===== config.mk =====
export PLATFORM = sky130hd
export DESIGN_NAME = pc_unit
export DESIGN_NICKNAME = d
export VERILOG_FILES = /design/src/rtl/pc_unit.sv
export SDC_FILE = /design/constraint.sdc
export NUM_CORES = 1
export LEC_CHECK = 0
export CORE_MARGIN = 8
export CORE_UTILIZATION = 30
export CTS_BUF_LIST = sky130_fd_sc_hd__clkbuf_4 sky130_fd_sc_hd__clkbuf_8
export CTS_CLUSTER_SIZE = 40
export DETAILED_ROUTE_END_ITERATION = 8
export SETUP_SLACK_MARGIN = 0.4
export SKIP_CTS_REPAIR_TIMING = 1
export SYNTH_ARGS = -nofsm -noshare
export SYNTH_HDL_FRONTEND = slang
export SYNTH_SLANG_ARGS = --single-unit

===== constraint.sdc =====
create_clock -name clk -period 3.15 [get_ports clk]
set_input_delay 0.63 -clock clk [delete_from_list [all_inputs] [get_ports clk]]
set_output_delay 0.63 -clock clk [all_outputs]
set_load 0.1 [all_outputs]

===== src/rtl/pc_unit.sv =====
// pc_unit: program counter with EXC > STALL > SEL priority and an optional return-address stack.
// Build option: define PC_UNIT_RAS_EN to include the circular return-address stack.
module pc_unit #(
  parameter int                ADDR_W    = 8,
  parameter int                RAS_DEPTH = 4,
  parameter logic [ADDR_W-1:0] RESET_VEC = '0,
  parameter logic [ADDR_W-1:0] EXC_VEC   = '1
) (
  input  logic              clk,
  input  logic              rst,
  input  logic              STALL,
  input  logic              EXC,
  input  logic [2:0]        SEL,
  input  logic [ADDR_W-1:0] BRANCH_ADDR,
  input  logic [ADDR_W-1:0] JUMP_ADDR,
  output logic [ADDR_W-1:0] O_inst_addr,
  output logic              RAS_EMPTY,
  output logic              RAS_FULL,
  output logic              RAS_OVF,
  output logic              RAS_UNF
);

  localparam logic [2:0] SEL_SEQ    = 3'd0;
  localparam logic [2:0] SEL_BRANCH = 3'd1;
  localparam logic [2:0] SEL_JUMP   = 3'd2;
  localparam logic [2:0] SEL_CALL   = 3'd3;
  localparam logic [2:0] SEL_RET    = 3'd4;

  generate
    if (RAS_DEPTH < 2 || (RAS_DEPTH & (RAS_DEPTH - 1)) != 0) begin : g_bad_ras_depth
      $error("pc_unit: RAS_DEPTH must be a power of two and at least 2");
    end
  endgenerate

  logic [ADDR_W-1:0] pc_reg;
  logic [ADDR_W-1:0] pc_next;
  logic [ADDR_W-1:0] pc_inc;

  assign pc_inc      = pc_reg + ADDR_W'(1);
  assign O_inst_addr = pc_reg;

`ifdef PC_UNIT_RAS_EN
  localparam int             PTR_W    = $clog2(RAS_DEPTH);
  localparam logic [PTR_W:0] CNT_FULL = (PTR_W + 1)'(RAS_DEPTH);

  logic [ADDR_W-1:0] ras_mem [RAS_DEPTH];
  logic [PTR_W-1:0]  ptr_reg;
  logic [PTR_W-1:0]  top_idx;
  logic [PTR_W:0]    cnt_reg;
  logic              ovf_reg;
  logic              unf_reg;
  logic              push;
  logic              pop;
  logic              unf_set;

  // ptr_reg is the next free slot; when full it also points at the oldest entry
  assign top_idx = ptr_reg - PTR_W'(1);

  generate
    for (genvar gi = 0; gi < RAS_DEPTH; gi++) begin : g_ras_entry
      logic [ADDR_W-1:0] entry_reg;
      always_ff @(posedge clk) begin
        if (push && !rst && ptr_reg == PTR_W'(gi)) begin
          entry_reg <= pc_inc;
        end
      end
      assign ras_mem[gi] = entry_reg;
    end
  endgenerate

  always_ff @(posedge clk or posedge rst) begin
    if (rst) begin
      ptr_reg <= '0;
      cnt_reg <= '0;
      ovf_reg <= 1'b0;
      unf_reg <= 1'b0;
    end else begin
      if (push) begin
        ptr_reg <= ptr_reg + PTR_W'(1);
        if (cnt_reg == CNT_FULL) begin
          ovf_reg <= 1'b1;
        end else begin
          cnt_reg <= cnt_reg + (PTR_W + 1)'(1);
        end
      end else if (pop) begin
        ptr_reg <= top_idx;
        cnt_reg <= cnt_reg - (PTR_W + 1)'(1);
      end
      if (unf_set) begin
        unf_reg <= 1'b1;
      end
    end
  end

  assign RAS_EMPTY = (cnt_reg == '0);
  assign RAS_FULL  = (cnt_reg == CNT_FULL);
  assign RAS_OVF   = ovf_reg;
  assign RAS_UNF   = unf_reg;
`else
  assign RAS_EMPTY = 1'b1;
  assign RAS_FULL  = 1'b0;
  assign RAS_OVF   = 1'b0;
  assign RAS_UNF   = 1'b0;
`endif

  always_comb begin
    pc_next = pc_reg;
`ifdef PC_UNIT_RAS_EN
    push    = 1'b0;
    pop     = 1'b0;
    unf_set = 1'b0;
`endif
    if (EXC) begin
      pc_next = EXC_VEC;
    end else if (!STALL) begin
      case (SEL)
        SEL_SEQ:    pc_next = pc_inc;
        SEL_BRANCH: pc_next = BRANCH_ADDR;
        SEL_JUMP:   pc_next = JUMP_ADDR;
        SEL_CALL: begin
          pc_next = JUMP_ADDR;
`ifdef PC_UNIT_RAS_EN
          push    = 1'b1;
`endif
        end
        SEL_RET: begin
`ifdef PC_UNIT_RAS_EN
          if (cnt_reg != '0) begin
            pc_next = ras_mem[top_idx];
            pop     = 1'b1;
          end else begin
            pc_next = pc_inc;
            unf_set = 1'b1;
          end
`else
          pc_next = pc_inc;
`endif
        end
        default:    pc_next = pc_reg;
      endcase
    end
  end

  always_ff @(posedge clk or posedge rst) begin
    if (rst) begin
      pc_reg <= RESET_VEC;
    end else begin
      pc_reg <= pc_next;
    end
  end

endmodule


# [Word level (Yosys, flattened, before mapping)]
# Cells that the tools add are included.
[totals] out_inout_bits=12 register_bits=8
[op_classes] n_reduce_logical=5 add_sub_neg=1 n_mux=3 n_eq_ne=5
[ops] operator="case mux 8 bit (3 select lines)" count=1
[ops] operator="2-to-1 mux 8 bit" count=2
[ops] operator="adder 8 x 1 -> 8 bit (second input constant)" count=1
[ops] operator="equality test 3 x 2 -> 1 bit (second input constant)" count=2
[ops] operator="nonzero test 4 bit" count=1
[ops] operator="OR reduction 2 bit" count=2
[ops] operator="equality test 3 x 1 -> 1 bit (second input constant)" count=1
[ops] operator="equality test 3 bit (second input constant)" count=1
[ops] operator="zero test 3 bit" count=1
[ops] operator="!= test 2 x 1 -> 1 bit (second input constant)" count=1
[ops] operator="AND reduction 2 bit" count=1

# [Logic depth before layout (Yosys ltp)]
[logic_depth] word_depth=5 mapped_depth=5 mapped_depth_nobuf=5

# [Least setup slack after synthesis]
# Ideal clock, no wire load.
[synth_path] path_type="register to register" start="register pc_reg[0], in the netlist O_inst_addr[0]" end="register pc_reg[4], in the netlist O_inst_addr[4]" setup_slack_ps=1198 n_path_buf=0 stages_incl_launch_ff=6 t_arrival_ps=1824 period_less_slack_ps=1952 setup_ps=128 cell_sequence="dfrtp_1 ha_1 and3_2 a21o_1 a221oi_1 o2bb2ai_1"
[synth_between] elab_chain_cells=4
[synth_rtl] element="from (decl)" line="35" text="logic [ADDR_W-1:0] pc_reg;"
[synth_rtl] element="from (signal assigned)" line="148" text="pc_reg <= pc_next;"
[synth_rtl] element="adder 8 x 1 -> 8 bit" line="39" text="assign pc_inc = pc_reg + ADDR_W'(1);"
[synth_rtl] element="case mux 8 bit (3 select lines)" line="116" text="case (SEL)"
[synth_rtl] element="2-to-1 mux 8 bit" line="115" text="end else if (!STALL) begin"
[synth_rtl] element="2-to-1 mux 8 bit" line="113" text="if (EXC) begin"
# No other way between the ends. The select of a mux whose other input is x is not followed.
# A chain may end at the register's enable or synchronous reset.

# [Final worst setup path]
[layout_path] start="input port SEL[1]" end="register pc_reg[7], in the netlist O_inst_addr[7]"
[layout_between] elab_chain_cells=5
[layout_rtl] element="from (decl)" line="13" text="input logic [2:0] SEL,"
[layout_rtl] element="equality test 3 bit (tied with other cells)" line="116"
[layout_rtl] element="OR reduction 2 bit (no line)"
[layout_rtl] element="case mux 8 bit (3 select lines)" line="116"
[layout_rtl] element="2-to-1 mux 8 bit" line="115"
[layout_rtl] element="2-to-1 mux 8 bit" line="113"
# Several ways; a longest one is shown, not always the timed one. The select of a mux whose other input is x is not followed.

==> qor.csv <==
metric;value;unit
nets;127;
vias_per_cell;5.271;
p_total;0.4371;mW
fin_skew;11.92;ps
min_to;O_inst_addr[6];
synth_top_area_share;30.36;%
clkLatencyLatePin;260;ps
synth.area.top_cells;dfrtp_1 (30%), buf_4 (6.8%), nand2_1 (4.0%);
die_y;62.88;um
finalMaxSlewViolations;0;
critPathArrivalTime;2050;ps
r2r_end;O_inst_addr[4];
status;complete, no violations;
grt_overflow;0;
switching_share;47.61;%
intPower;0.2290;mW
end_kind;register;
regArea;200.2;um2
reg2reg_from;O_inst_addr[0];
yosysSeqAreaShare;30.36;%
wl;2088;um
largest_reg_flops;8;
place_area;925.9;um2
startpoint_type;input port;
antenna_found_initial;0;
antenna_left;0;
antenna_cells;0;
cts.htree.levels;1;
synth_top_area_cell;dfrtp_1;
n_fill_cell;217;
period_share;61.01;%
design.core.area;2148;um2
power_leakage;0.3628;nW
hold_start;O_inst_addr[6];
p_per_area;460.9;nW/um2
multi_input_area;406.6;um2
peakVddDrop;0.2542;mV
drive_gt1_share;18.81;%
cts_tree;done;
port_buffers;30;
p_seq_share;29.6;%
dp_hpwl;1688;um
grt_pass1_vias;755;
cts-root-buf;clkbuf_4;
grt_start_max_net_pins;9;
whs;517.2;ps
cts_sinks;8;
min_path_type;reg -> reg;
drc_errors;0;
yosysWarningCount;0;
setup-violations-final;0;
synthCells;73;
core.rowCount;17;
critPathKind;in -> reg;
cp.required;3280;ps
hold_viol_final;0;
clock.fmax;520.3;MHz
synth_seq_cells;8;
start_util;30.69;%
fin_setup_tns;0;ps
synth_edf_count;0;
place.gp.congestion;0.8129;
rrSetupSlack;1620;ps
max_cap_viol_count;0;
r2r_cells;5;
synthFlopType;dfrtp_1;
syn-cell-area;659.4;um2
hold_path_depth;1;
crit_path_max_fanout;6;
wire_per_inst;16.19;um
synth_cell_types;37;
clkPwrFrac;18.7;%
pwr-share-comb;51.7;%
dp.cells;126;
vias;680;
async_flop_share;100.0;%
die_area;3954;um2
dieWidth;62.88;um
dr.pass1.iters;4;
numCtsBuffers;3;
drt_iter0_drc;14;
grt_usage;10.67;%
syn_to_final_growth;43.83;%
avgSynthCellArea;9.033;um2
post-route-min-period;1922;ps
clk_pin_slew;50;ps
grt_pass1_wl;3505;um
boundaryPins;35;
power.switching;0.2081;mW
cts_max_path_buffers;2;
final_cell_count_no_fill;129;
rsz0062_at_grt;false;
final_cell_area;948.4;um2
-- through the flow --
step | utilization, % | worst slack, ps
3_3_place_gp | 43.10 | 1008
4_1_cts | 44.15 | 1227
5_1_grt | 44.15 | 1154
6_report | 44.15 | 1228
2_1_floorplan | - | 1198
3_5_place_dp | 43.10 | 956.8
-- layout by cell type, fill, tap and decap left out, drive strengths merged --
cell           netlist  layout
a211oi               2       2
a21o                 1       1
a21oi                2       2
a221oi               3       3
a22o                 1       1
a22oi                1       1
a31o                 1       1
a31oi                3       3
a41oi                2       2
and2b                1       1
and3                 3       3
and4                 1       1
buf                  7       8
clkbuf               0       3
clkdlybuf4s50        0      22
conb                 2       4
dfrtp                8       8
ha                   1       1
inv                  1       1
mux2                 1       1
nand2                7       7
nand3                2       2
nand4                1       1
nor2                 5       5
nor3                 3       3
nor3b                1       1
o21a                 2       2
o21ai                2       2
o21ba                1       1
o21bai               1       1
o22a                 2       2
o2bb2ai              3       3
or2                  1       1
xnor2                1       1
-- synthesized netlist by cell type (2+ instances only) --
master / count
dfrtp_1: 8
nand2_1: 7
buf_4: 6
nor2_1: 5
a221oi_1: 3
a31oi_1: 3
o2bb2ai_1: 3
a21oi_1: 2
a41oi_1: 2
and3_2: 2
conb_1: 2
nand3_1: 2
nor3_1: 2
o21ai_0: 2
o22a_1: 2
-- kinds of logic (layout without fill, tap and decap cells) --
logic type | Yosys count | in the layout | share of synthesized area [%]
and+or+nand+nor | 25 | 25 | 21.07
AOI/OAI and AO/OA | 27 | 27 | 32.83
other | 2 | 4 | 1.139
xor gates and xnor gates | 1 | 1 | 1.329
adders and majority gates | 1 | 1 | 1.897
buffers and inverters | 8 | 34 | 9.107
DFF | 8 | 8 | 30.36
muxes | 1 | 1 | 2.276
-- critical path, stage by stage --
cell,delay [ps]
clkdlybuf4s50_1,500
o21a_2,280
nor3_4,260
a41oi_1,160
o22a_1,230
-- worst max-delay path by stage --
stage                     depth (start not counted)  slack [ps]              to            from
after floorplan                                   5        1200  O_inst_addr[4]  O_inst_addr[0]
after global placement                            5        1010  O_inst_addr[7]          SEL[1]
after detailed placement                          5         960  O_inst_addr[7]          SEL[1]
after CTS                                         5        1230  O_inst_addr[7]          SEL[1]
after global routing                              5        1150  O_inst_addr[3]          SEL[1]
final                                             5        1230  O_inst_addr[7]          SEL[1]
-- layer usage --
| layer | global-route usage (%) | vias up | share of wire, % |
|---|---|---|---|
| met4 | 5.698 | 0 | 0 |
| met2 | 16.01 | 25 | 49 |
| met3 | 2.867 | 0 | 7.1 |
| met1 | 13.44 | 324 | 44 |
| met5 | 0 | - | 0 |
| li1 | - | 331 | - |
-- layout make-up --
cell class	count	area share [%]
well taps	28	3.694
flip-flops and latches	8	21.11
repair buffers	30	29.55
inverters	1	0.3958
clock buffers	3	2.375
multi-input cells	59	42.88
-- power by group through the flow --
stage          Combinational [mW]  Clock (mW)  Sequential (mW)
6_report                    0.226      0.0819            0.129
2_1_floorplan              0.0916           0            0.207
3_3_place_gp                0.226           0            0.131
5_1_grt                     0.240      0.0909            0.131
3_5_place_dp                0.227           0            0.131
4_1_cts                     0.227      0.0863            0.129
No activity file was read; power rests on OpenSTA's default activity.
